$ cat src/rtl/run_detector_if.sv
// Bundle between the board-level pin mapping and the run detector core.
//   din       serial data sample
//   mode      run-type select (either/ones/zeros/non-overlapping)
//   en        sample enable
//   clr       synchronous event-counter clear
//   run_len   current run length
//   polarity  polarity of the current run
//   count     detection event count
//   detect    run of RUN_LEN accepted by the mode
//   saturated event count is all ones
// The master drives the controls and observes the results; the slave is the core.
interface run_detector_if #(
  parameter int CNT_W = 10
);
  logic             din;
  logic [1:0]       mode;
  logic             en;
  logic             clr;
  logic [3:0]       run_len;
  logic             polarity;
  logic [CNT_W-1:0] count;
  logic             detect;
  logic             saturated;

  modport master (
    output din, mode, en, clr,
    input  run_len, polarity, count, detect, saturated
  );

  modport slave (
    input  din, mode, en, clr,
    output run_len, polarity, count, detect, saturated
  );
endinterface

$ cat src/rtl/run_detector.sv
// Consecutive-identical-bit run detector with a saturating event counter.
// run_detector (top, board pin names):
//   KEY[0]      clock, rising edge; KEY[3:1] unused
//   SW[0]       asynchronous active-low reset
//   SW[1]       serial data in
//   SW[3:2]     mode: 00 either/overlap, 01 ones, 10 zeros, 11 either/non-overlap
//   SW[4]       sample enable
//   SW[5]       synchronous counter clear
//   SW[17:6]    unused
//   LEDR[3:0]   current run length     LEDR[4]  current run polarity
//   LEDR[7:5]   0                      LEDR[17:8] event count, zero-extended
//   LEDG[0]     detect                 LEDG[1]  count saturated   LEDG[7:2] 0
// run_detector_core: clk, rst_n plus the slave side of run_detector_if.

module run_detector_core #(
  parameter int RUN_LEN = 4,
  parameter int CNT_W   = 10
) (
  input logic           clk,
  input logic           rst_n,
  run_detector_if.slave bus
);
  typedef enum logic [1:0] {
    MODE_EITHER = 2'b00,
    MODE_ONES   = 2'b01,
    MODE_ZEROS  = 2'b10,
    MODE_NONOVL = 2'b11
  } mode_t;

  localparam logic [3:0] RUN_L = 4'(RUN_LEN);

  mode_t            mode;
  logic [3:0]       run_q, run_nxt;
  logic             last_q, last_nxt;
  logic [CNT_W-1:0] cnt_q, cnt_nxt;
  logic             det_q, det_nxt;
  logic             accept;
  logic             evt;

  assign mode = mode_t'(bus.mode);

  always_comb begin
    run_nxt  = run_q;
    last_nxt = last_q;
    det_nxt  = det_q;
    cnt_nxt  = cnt_q;
    accept   = 1'b0;
    evt      = 1'b0;

    if (bus.en) begin
      if (run_q == '0 || bus.din != last_q) begin
        run_nxt  = 4'd1;
        last_nxt = bus.din;
      end else if (run_q < RUN_L) begin
        run_nxt = run_q + 4'd1;
      end else if (mode == MODE_NONOVL) begin
        run_nxt = 4'd1;
      end

      case (mode)
        MODE_ONES:  accept = last_nxt;
        MODE_ZEROS: accept = ~last_nxt;
        default:    accept = 1'b1;
      endcase

      // detect is registered from the next-state values so it is visible right
      // after the completing edge without a combinational path from SW to LEDG.
      det_nxt = (run_nxt == RUN_L) && accept;
      // run_q never exceeds RUN_L, so "!= RUN_L" means "reached from below".
      evt     = det_nxt && (run_q != RUN_L);
    end

    if (bus.clr) begin
      cnt_nxt = '0;
    end else if (evt && !(&cnt_q)) begin
      cnt_nxt = cnt_q + CNT_W'(1);
    end
  end

  always_ff @(posedge clk or negedge rst_n) begin
    if (!rst_n) begin
      run_q  <= '0;
      last_q <= 1'b0;
      cnt_q  <= '0;
      det_q  <= 1'b0;
    end else begin
      run_q  <= run_nxt;
      last_q <= last_nxt;
      cnt_q  <= cnt_nxt;
      det_q  <= det_nxt;
    end
  end

  assign bus.run_len   = run_q;
  assign bus.polarity  = last_q;
  assign bus.count     = cnt_q;
  assign bus.detect    = det_q;
  assign bus.saturated = &cnt_q;
endmodule

module run_detector #(
  parameter int RUN_LEN = 4,
  parameter int CNT_W   = 10
) (
  input  logic [3:0]  KEY,
  input  logic [17:0] SW,
  output logic [17:0] LEDR,
  output logic [7:0]  LEDG
);
  run_detector_if #(.CNT_W(CNT_W)) bus ();

  logic unused_pins;
  assign unused_pins = ^{KEY[3:1], SW[17:6]};

  assign bus.din  = SW[1];
  assign bus.mode = SW[3:2];
  assign bus.en   = SW[4];
  assign bus.clr  = SW[5];

  run_detector_core #(
    .RUN_LEN (RUN_LEN),
    .CNT_W   (CNT_W)
  ) u_core (
    .clk   (KEY[0]),
    .rst_n (SW[0]),
    .bus   (bus.slave)
  );

  assign LEDR = {10'(bus.count), 3'b000, bus.polarity, bus.run_len};
  assign LEDG = {6'b000000, bus.saturated, bus.detect};
endmodule

$ cat config.mk
export PLATFORM = sky130hd
export DESIGN_NAME = run_detector
export DESIGN_NICKNAME = d
export VERILOG_FILES = /design/src/rtl/run_detector_if.sv /design/src/rtl/run_detector.sv
export SDC_FILE = /design/constraint.sdc
export NUM_CORES = 1
export LEC_CHECK = 0
export ABC_AREA = 1
export CELL_PAD_IN_SITES_DETAIL_PLACEMENT = 0
export CELL_PAD_IN_SITES_GLOBAL_PLACEMENT = 1
export CORE_MARGIN = 2
export CORE_UTILIZATION = 43
export DETAILED_ROUTE_END_ITERATION = 8
export DONT_BUFFER_PORTS = 1
export HOLD_SLACK_MARGIN = 0.15
export PLACE_DENSITY_LB_ADDON = 0.1
export SYNTH_ARGS = -nofsm -noshare
export SYNTH_HDL_FRONTEND = slang
export SYNTH_SLANG_ARGS = --single-unit
$ cat constraint.sdc
create_clock -name KEY -period 1.85 [get_ports KEY]
set_input_delay 0.185 -clock KEY [delete_from_list [all_inputs] [get_ports KEY]]
set_output_delay 0.185 -clock KEY [all_outputs]
set_load 0.005 [all_outputs]
==> flow_metrics.tcl <==
set metrics [dict create \
    startpoint_type "flop" \
    timing.critical_path.mode_cell "nand2_1" \
    dieArea_um2 3557 \
    critical-path-slowest-cell "dfrtp_1" \
    wl_met3_um 140 \
    outcome "finished clean" \
    min_period_ps 1684 \
    peakVddDrop_mv 0.3437 \
    cts-root-buf "clkbuf_4" \
    dpl_worst_slack_ps 175.9 \
    initial_core_util_pct 44.33 \
    grt_pass1_wl_um 4719 \
    skew_ps 1.137 \
    grt_use_total_pct 17.53 \
    routedWlPerCell_um 12.21 \
    cts_buffers 3 \
    setup_viol 0 \
    rsz0062_at_grt "no" \
    synth_compound_area_share_pct 2.350 \
    layout.cells.non_filler 231 \
    dpl.cell_count 224 \
    synthArstFlopShare_pct 100.0 \
    synth_most_common_cell "nand2_1" \
    cp-end-kind "flop" \
    synth-simple-area-share_pct 41.73 \
    syn_to_final_growth_pct 3.196 \
    arrival_ps 1930 \
    relSlewSlack_pct 46.47 \
    p_leak_nw 0.7824 \
    grt-ovfl-total 0 \
    vias 1143 \
    fillerInstances 323 \
    io_pins 48 \
    maxUsedRoutingLayer "met4" \
    yosysTopAreaCell "dfrtp_1" \
    dieWidth_um 59.64 \
    drv_slew 0 \
    cts.path.max_buffers 2 \
    clk_latency_ps 300 \
    grt_pass1_vias 1040 \
    path_max_fanout 10 \
    timing.critical_path.buf_inv 1 \
    cts_sinks 16 \
    antenna_found_initial 0 \
    syn_area_um2 1331 \
    first_pass_iters 4 \
    seq_area_frac_synth_pct 30.08 \
    cpPeakStageDelay_ps 440 \
    crit_family "simple AND/OR/NAND/NOR gates" \
    place_congestion 0.7552 \
    row_count 20 \
    ys_dominant_reg_cell "dfrtp_1" \
    finalPower_uw 873.9 \
    wl_met1_um 1405 \
    portBuffers 0 \
    yosysTopAreaCellShare_pct 30.08 \
    post_drt_via_cell_ratio 4.948 \
    layout-drive-gt1-share_pct 11.62 \
    post_cts_buffers 0 \
    dr.first_iter.drc_count 62 \
    drc_errors 0 \
    synth_common_cells "nand2_1, inv_1, dfrtp_1" \
    fp.coreArea_um2 3003 \
    dieHeight_um 59.64 \
    clock.fmax_ghz 0.5940 \
    grt_max_degree 21 \
    synth-adder-area-share_pct 5.639 \
    criticalPathCategory "flop to flop" \
    critPathRequiredTime_ps 2100 \
    avgSynthCellArea_um2 6.827 \
    synth_top_family_by_area "simple AND/OR/NAND/NOR gates" \
    ys_warn_count 0 \
    ys_types 22 \
    setup_slack_ps 166.4 \
    netlist_top_cells_area "dfrtp_1, nand2_1, inv_1" \
    wl_um 2821 \
    ant_nets 0 \
    final_net_count 227 \
    muxShareOfSynthArea_pct 0 \
    period_share_pct 91.01 \
    dp_hpwl_um 2019 \
    synth_seq_cells 16 \
    tns_ps 0 \
    cts_htree_levels 1 \
    crit_chain "inv_1 -> ha_1 -> nand2_1 -> nor2_1 -> nor2_4 -> nand2_1 -> nand2_2 -> nor2_8 -> nand4_1 -> nand2_1" \
    cts_tree "built" \
    synth-xor-area-share_pct 1.974 \
    report.final.hold_viol_count 0 \
    maxCapViolCount 0 \
    synth_cells 195 \
    n_antenna_cell 0 \
    clkTransAtPathRegs_ps 110 \
    hp-class "input pin to flop" \
    synth_edf_count 0 \
    wl_met2_um 1242 \
    p_per_area_nw_per_um2 636.1 \
    tightest_slew_ps 800.3 \
]
worst reg2reg max path: stages, from the launching register on:
cell and delay [ps]:
dfrtp_1 440, inv_1 120, ha_1 200, nand2_1 60
nor2_1 170, nor2_4 60, nand2_1 100, nand2_2 100
nor2_8 190, nand4_1 100, nand2_1 100
registers in the layout, summed over array words and instances (netlist names):
| register | count |
|---|---|
| u_core.bus.polarity | 1 |
| u_core.bus.run_len | 4 |
| u_core.bus.count | 10 |
| u_core.bus.detect | 1 |
metal layers:
metal,global-route usage [%],vias up
met5,0,-
met4,5.714,0
met3,3.275,5
met2,24.69,28
met1,26.66,520
li1,-,590
repair_timing:
item | CTS | global route
gates resized for setup | 0 | 1
endpoints found under the hold margin | 22 | 0
hold buffers | 3 | 0
endpoints found under the setup margin | 0 | 2
final timing paths:
path / start / to / slack [ps] / cells past startpoint
max: u_core.bus.run_len[0] / u_core.bus.count[7] / 170 / 10
min: SW[1] / u_core.bus.run_len[3] / 180 / 5
max reg2reg: u_core.bus.run_len[0] / u_core.bus.count[7] / 170 / 10
min reg2reg: u_core.bus.detect / u_core.bus.detect / 550 / 2
max in group asynchronous: SW[0] / u_core.bus.run_len[0] / 960 / 1
min in group asynchronous: SW[0] / u_core.bus.count[9] / 400 / 1
cells by family (layout without fill, tap and decap cells):
group	after synthesis	in the layout
xor gates and xnor gates	3	3
adders and majority gates	6	6
buffers and inverters	46	41
DFF	16	16
other	1	9
and+or+nand+nor	117	117
AOI/OAI and AO/OA	6	6
report_power, final:
group          internal [mW]  switching [mW]
registers              0.365          0.0151
clock network          0.120           0.137
logic                 0.0791           0.158
final cells by class:
type / instances / area, um2 / area share [%]
clock buffer: 4 / 36.28 / 2.641
sequential: 16 / 400.4 / 29.14
tap: 33 / 41.29 / 3.005
timing repair buffer: 6 / 52.55 / 3.825
inverter: 31 / 116.4 / 8.470
multi-input combinational: 141 / 726.9 / 52.91
through the flow:
stage          cell area, um2  hold slack, ps  utilization, %
2_1_floorplan            1361          -110.6               -
3_3_place_gp             1303          -110.2           43.38
3_5_place_dp             1303          -110.2           43.38
4_1_cts                  1369           190.2           45.58
5_1_grt                  1374           213.3           45.75
6_report                 1374           180.1           45.75
cells in the final DEF (no fill, tap or decap):
master	instances
nand2_1	67
o21ai_0	4
nor2_4	2
inv_2	3
o22ai_1	1
buf_4	3
clkbuf_4	3
conb_1	9
nand4_1	11
nand3b_1	2
nor2_8	1
dlygate4sd3_1	3
inv_1	28
nor2_2	5
nand3_4	1
nor2_1	9
a21oi_1	1
nand2_2	4
ha_1	6
dfrtp_1	16
clkbuf_8	1
xnor2_1	3
nand3_1	15
No activity file was read; power rests on OpenSTA's default activity.
